**src/rtl/seq_pattern_detector_pkg.sv**
```systemverilog
// Shared definitions for the serial pattern detector.
//   phase_e           : detector phase (ST_FILL while collecting bits, ST_ARMED once
//                       the next bit can complete a match)
//   DEFAULT_*         : default parameter and reset configuration values
//   clamp_len()       : maps a requested pattern length into the legal range 1..max_len
package seq_pattern_detector_pkg;

    typedef enum logic [0:0] {
        ST_FILL  = 1'b0,
        ST_ARMED = 1'b1
    } phase_e;

    localparam int unsigned DEFAULT_MAX_LEN = 8;
    localparam int unsigned DEFAULT_LEN_W   = 4;
    localparam int unsigned DEFAULT_CNT_W   = 8;
    localparam logic [7:0]  DEFAULT_PATTERN = 8'b0000_0101;
    localparam int unsigned DEFAULT_LEN     = 3;
    localparam logic        DEFAULT_OVERLAP = 1'b1;

    // Zero-length patterns are meaningless, so they become single-bit patterns.
    function automatic int unsigned clamp_len(input int unsigned len, input int unsigned max_len);
        if (len == 0) begin
            return 1;
        end
        if (len > max_len) begin
            return max_len;
        end
        return len;
    endfunction

endpackage

```
**src/rtl/seq_match_counter.sv**
```systemverilog
// Saturating event counter.
//   clk   : rising-edge clock
//   rst   : synchronous reset, active-high
//   clr   : zero the count (wins over inc)
//   inc   : add one, holding at all-ones
//   count : current count
module seq_match_counter
    import seq_pattern_detector_pkg::*;
#(
    parameter int unsigned CNT_W = DEFAULT_CNT_W
) (
    input  logic             clk,
    input  logic             rst,
    input  logic             clr,
    input  logic             inc,
    output logic [CNT_W-1:0] count
);

    always_ff @(posedge clk) begin
        if (rst || clr) begin
            count <= '0;
        end else if (inc && (count != {CNT_W{1'b1}})) begin
            count <= count + 1'b1;
        end
    end

endmodule

```
**src/rtl/seq_pattern_detector.sv**
```systemverilog
// Runtime-configurable serial bit-pattern detector.
//   Clk, Rst         : clock, synchronous active-high reset
//   Cfg_Load         : latch Cfg_Pattern / Cfg_Len / Cfg_Overlap (clears history)
//   Cfg_Pattern      : pattern, bit Len-1 received first, bit 0 last
//   Cfg_Len          : pattern length, clamped to 1..MAX_LEN on load
//   Cfg_Overlap      : 1 = matches may share bits, 0 = restart after each match
//   In_Valid, In     : qualified serial data
//   Clr_Count        : zero Match_Count
//   Out              : registered one-cycle match pulse
//   Match_Count      : saturating match count
//   Armed            : next valid bit can complete a match
module seq_pattern_detector
    import seq_pattern_detector_pkg::*;
#(
    parameter int unsigned          MAX_LEN     = DEFAULT_MAX_LEN,
    parameter int unsigned          LEN_W       = DEFAULT_LEN_W,
    parameter int unsigned          CNT_W       = DEFAULT_CNT_W,
    parameter logic [MAX_LEN-1:0]   DEF_PATTERN = MAX_LEN'(DEFAULT_PATTERN),
    parameter int unsigned          DEF_LEN     = DEFAULT_LEN,
    parameter logic                 DEF_OVERLAP = DEFAULT_OVERLAP
) (
    input  logic               Clk,
    input  logic               Rst,
    input  logic               Cfg_Load,
    input  logic [MAX_LEN-1:0] Cfg_Pattern,
    input  logic [LEN_W-1:0]   Cfg_Len,
    input  logic               Cfg_Overlap,
    input  logic               In_Valid,
    input  logic               In,
    input  logic               Clr_Count,
    output logic               Out,
    output logic [CNT_W-1:0]   Match_Count,
    output logic               Armed
);

    logic [MAX_LEN-1:0] pat_q;
    logic [LEN_W-1:0]   len_q;
    logic               ovl_q;
    logic [MAX_LEN-1:0] hist_q;
    logic [LEN_W-1:0]   fill_q;
    phase_e             state_q;
    logic               out_q;

    logic [MAX_LEN-1:0] hist_new;
    logic [LEN_W-1:0]   fill_new;
    logic [MAX_LEN-1:0] len_mask;
    logic               cmp_ok;
    logic               shift_en;
    logic               match_now;
    logic               arm_next;

    always_comb begin
        len_mask = '0;
        for (int unsigned i = 0; i < MAX_LEN; i++) begin
            len_mask[i] = (i < 32'(len_q));
        end
    end

    assign shift_en  = !Rst && !Cfg_Load && In_Valid;
    assign hist_new  = {hist_q[MAX_LEN-2:0], In};
    assign fill_new  = (fill_q < len_q) ? fill_q + 1'b1 : len_q;
    // Stale bits above Len are masked off so they never affect the compare.
    assign cmp_ok    = ((hist_new ^ pat_q) & len_mask) == '0;
    assign match_now = shift_en && (fill_new == len_q) && cmp_ok;
    // Armed once Len-1 bits are held, i.e. the following bit can finish a match.
    assign arm_next  = (32'(fill_new) + 32'd1) >= 32'(len_q);

    always_ff @(posedge Clk) begin
        if (Rst) begin
            pat_q   <= DEF_PATTERN;
            len_q   <= LEN_W'(DEF_LEN);
            ovl_q   <= DEF_OVERLAP;
            hist_q  <= '0;
            fill_q  <= '0;
            state_q <= ST_FILL;
            out_q   <= 1'b0;
        end else if (Cfg_Load) begin
            pat_q   <= Cfg_Pattern;
            len_q   <= LEN_W'(clamp_len(32'(Cfg_Len), MAX_LEN));
            ovl_q   <= Cfg_Overlap;
            hist_q  <= '0;
            fill_q  <= '0;
            state_q <= ST_FILL;
            out_q   <= 1'b0;
        end else if (In_Valid) begin
            hist_q <= hist_new;
            out_q  <= match_now;
            if (match_now && !ovl_q) begin
                // Non-overlapping: consumed bits must not seed the next match.
                fill_q  <= '0;
                state_q <= ST_FILL;
            end else begin
                fill_q  <= fill_new;
                state_q <= arm_next ? ST_ARMED : ST_FILL;
            end
        end else begin
            out_q <= 1'b0;
        end
    end

    seq_match_counter #(
        .CNT_W (CNT_W)
    ) u_match_counter (
        .clk   (Clk),
        .rst   (Rst),
        .clr   (Clr_Count),
        .inc   (match_now),
        .count (Match_Count)
    );

    assign Out   = out_q;
    assign Armed = (state_q == ST_ARMED);

endmodule
```
**config.mk**
```make
export PLATFORM = sky130hd
export DESIGN_NAME = seq_pattern_detector
export DESIGN_NICKNAME = d
export VERILOG_FILES = /design/src/rtl/seq_pattern_detector_pkg.sv /design/src/rtl/seq_match_counter.sv /design/src/rtl/seq_pattern_detector.sv
export SDC_FILE = /design/constraint.sdc
export NUM_CORES = 1
export LEC_CHECK = 0
export CAP_MARGIN = 40
export CORE_MARGIN = 1
export CORE_UTILIZATION = 50
export DETAILED_ROUTE_END_ITERATION = 7
export PLACE_DENSITY = 0.84
export SLEW_MARGIN = 25
export SYNTH_ARGS = -nofsm -noshare
export SYNTH_HDL_FRONTEND = slang
export SYNTH_SLANG_ARGS = --single-unit
```
**constraint.sdc**
```tcl
create_clock -name Clk -period 3.74 [get_ports Clk]
set_input_delay 0.561 -clock Clk [delete_from_list [all_inputs] [get_ports Clk]]
set_output_delay 0.561 -clock Clk [all_outputs]
set_load 0.05 [all_outputs]
```
==> results by group <==
STA
  • Worst Skew: 5.16 ps
  • Max Freq: 286 MHz
  • Worst-margin pin slew: 632 ps
  • Setup Viol. Count Final: 0
  • Sum Neg Setup Slack: 0 ps
  • Max-slew violations: 0
  • Crit share post-route: 0.934
  • Relative slew slack: 0.579
  • Final hold viol count: 0
  • Final hold slack: 473 ps
  • Min cycle time layout: 3490 ps
  • RSZ-0062 raised after global routing: false

Final layout
  • Syn-to-layout area delta: 23.2%
  • Share of layout cells above drive strength 1: 0.0897
  • Layout Nets: 262
  • N_diodes: 0
  • Fin cells: 280
  • Design area: 2290 µm²
  • Number of fill cells in the layout: 281

CTS
  • Post-CTS setup buffers: 0
  • Number of buffers created by CTS: 5
  • H-Tree Depth: 2
  • Clk root buf: clkbuf_8
  • CTS Hold Bufs: 0
  • Clock sinks: 34
  • Worst-Skew Late Latency: 280 ps
  • Clock-pin slew on the worst setup and hold paths: 60 ps
  • Maximum clock path buffer count: 2
  • Quantity of gates resized following cts: 0
  • CTS tree: built

Die
  • Rows: 21
  • Chip Width: 62.9 µm
  • Initial core utilization: 0.539
  • Full die area: 3960 µm²
  • Chip height: 62.9 µm
  • # IOs: 29
  • Core footprint: 3440 µm²

Worst setup path
  • Reg2reg path depth: 10
  • Critical Path Source Type: flop
  • CP Max Fanout: 17
  • CP Data Required Time: 3930 ps
  • Crit path DAT: 3690 ps
  • CP endpoint kind: flop
  • CP Class: flop to flop

Placement
  • DP Area: 2190 µm²
  • Placed cell count: 272
  • Post-detail-place hpwl: 2850 µm
  • RD Place Congestion: 0.862
  • Buffers on Ports: 28

Global route
  • First-pass GRT wire length: 6750 µm
  • Antenna violations before repair: 0
  • Largest net degree at the start of global routing: 18
  • Total track usage: 0.215
  • Remaining Overflow, GRT: 0
  • Vias in the first global route: 1422

Drt
  • Post-DRT Antenna Nets: 0
  • WL per Instance: 14.1 µm
  • Total Routed Length: 3940 µm
  • DRC errors left: 0
  • Initial DRC count: 82
  • First-pass iteration count of the detailed router: 5
  • Via-to-Cell Ratio: 5.64
  • Vias: 1579

Hold path
  • Worst hold-check path type: flop to flop
  • Hold path depth: 1

Yosys
  • Post-Syn Nets: 230
  • Asr flop ratio synth: 0
  • Yosys reg bits: 34
  • Syn Area/Cell: 9.23 µm²
  • Area leader, netlist: dfxtp_1
  • Leading cell types by total area after synthesis: dfxtp_1 (37%), mux2i_1 (8.6%), ha_1 (6.7%)
  • Primary FF master, synth: dfxtp_1
  • Library cells used by synthesis: 44
  • Post-synth top area share: 0.367
  • Post-synth EDFFs: 0
  • Top cells by count, synth: dfxtp_1 (34), nor2_1 (26), mux2i_1 (16)
  • Yosys warning count: 0
  • Post-Synthesis Cells: 201
  • Synthesized area: 1860 µm²
  • Register area share after synthesis: 0.367
  • Count leader, synth: dfxtp_1

Power
  • Internal Power: 0.000593 W
  • Sw frac: 0.254
  • Gate power share: 0.173
  • NetSw: 0.000202 W
  • PD cells: 348 nW/µm²
  • Clock Power Share: 0.343
  • Static leakage: 0.919 nW
  • Sequential share of power: 0.484
  • Peak supply drop: 0.232 mV

Run
  • MaxCap Viol Count: 0

Run status
  • Outcome: finished clean
## cell usage in the layout, fill, tap and decap left out, drive strengths merged, types with 3 or more instances in the layout
cell,n
clkdlybuf4s50,28
nand2,7
nand2b,3
nor2,26
a32o,4
and3,3
a21oi,13
a211o,3
o21ai,5
inv,7
dfxtp,34
xor2,9
xnor2,5
o31ai,6
mux2i,16
nor2b,3
or4,6
nand3,4
or3,4
buf,5
ha,10
clkbuf,7
## through the flow
stage,setup slack [ps],total power [W],utilization
finish,246,0.000794,0.664
global route,2.39,0.000832,0.664
CTS,221,0.000798,0.663
detailed placement,319,0.000528,0.636
global placement,450,0.000527,0.636
floorplan,581,0.000482,-
## sequential cells by signal, indices dropped and copies added, names as in the netlist
register	cells
hist_q	7
pat_q	8
len_q	4
Out	1
fill_q	4
Armed	1
ovl_q	1
u_match_counter.count	8
## worst max-delay path: stages, from the launching register on
cell       delay (ps)
dfxtp_1           480
clkinv_1          260
ha_1              370
nand2_1            60
o21ai_2           240
mux2i_2           340
ha_1              300
nor2_1            140
o2111ai_2         360
or4_1             630
a221oi_2          230
## cell families (layout without fill, tap and decap cells)
family / after synthesis / in the layout / synth area share
XOR/XNOR: 15 / 15 / 0.0782
AO/OA/AOI/OAI: 44 / 44 / 0.179
adder cells (fa/ha/maj): 10 / 10 / 0.0674
buffers and inverters: 16 / 49 / 0.0378
flip-flops: 34 / 34 / 0.367
AND/OR/NAND/NOR: 65 / 65 / 0.178
multiplexers: 17 / 17 / 0.0924
## routing by layer
metal	wire length, µm	track usage	part of all wire
met2	1810	0.320	0.46
met5	0	0	0
met3	150	0.0456	0.038
met1	1910	0.295	0.49
met4	72	0.0930	0.018
## final timing paths
check,start,end,slack (ps)
max,len_q[3]$_SDFFE_PP0P_,u_match_counter.count[6]$_SDFFE_PP0P_,250
min,Armed$_SDFFE_PP0P_,Armed$_SDFFE_PP0P_,470
max reg2reg,len_q[3]$_SDFFE_PP0P_,u_match_counter.count[6]$_SDFFE_PP0P_,250
min reg2reg,Armed$_SDFFE_PP0P_,Armed$_SDFFE_PP0P_,470
## power groups by stage
stage	registers, W	clock network [W]	logic [W]
finish	0.000385	0.000272	0.000137
global route	0.000386	0.000294	0.000152
CTS	0.000385	0.000277	0.000137
detailed placement	0.000393	0	0.000135
global placement	0.000392	0	0.000134
floorplan	0.000393	0	0.0000890
## final cells by class
type | instances | area (µm²) | area share
repair buffers | 33 | 318 | 0.139
inverters | 8 | 30.0 | 0.0131
clock buffers | 7 | 86.3 | 0.0378
multi-input cells | 151 | 1110 | 0.485
clock inverters | 1 | 5.00 | 0.00219
well taps | 46 | 57.6 | 0.0252
flip-flops and latches | 34 | 681 | 0.298
(Power assumes the default switching activity.)
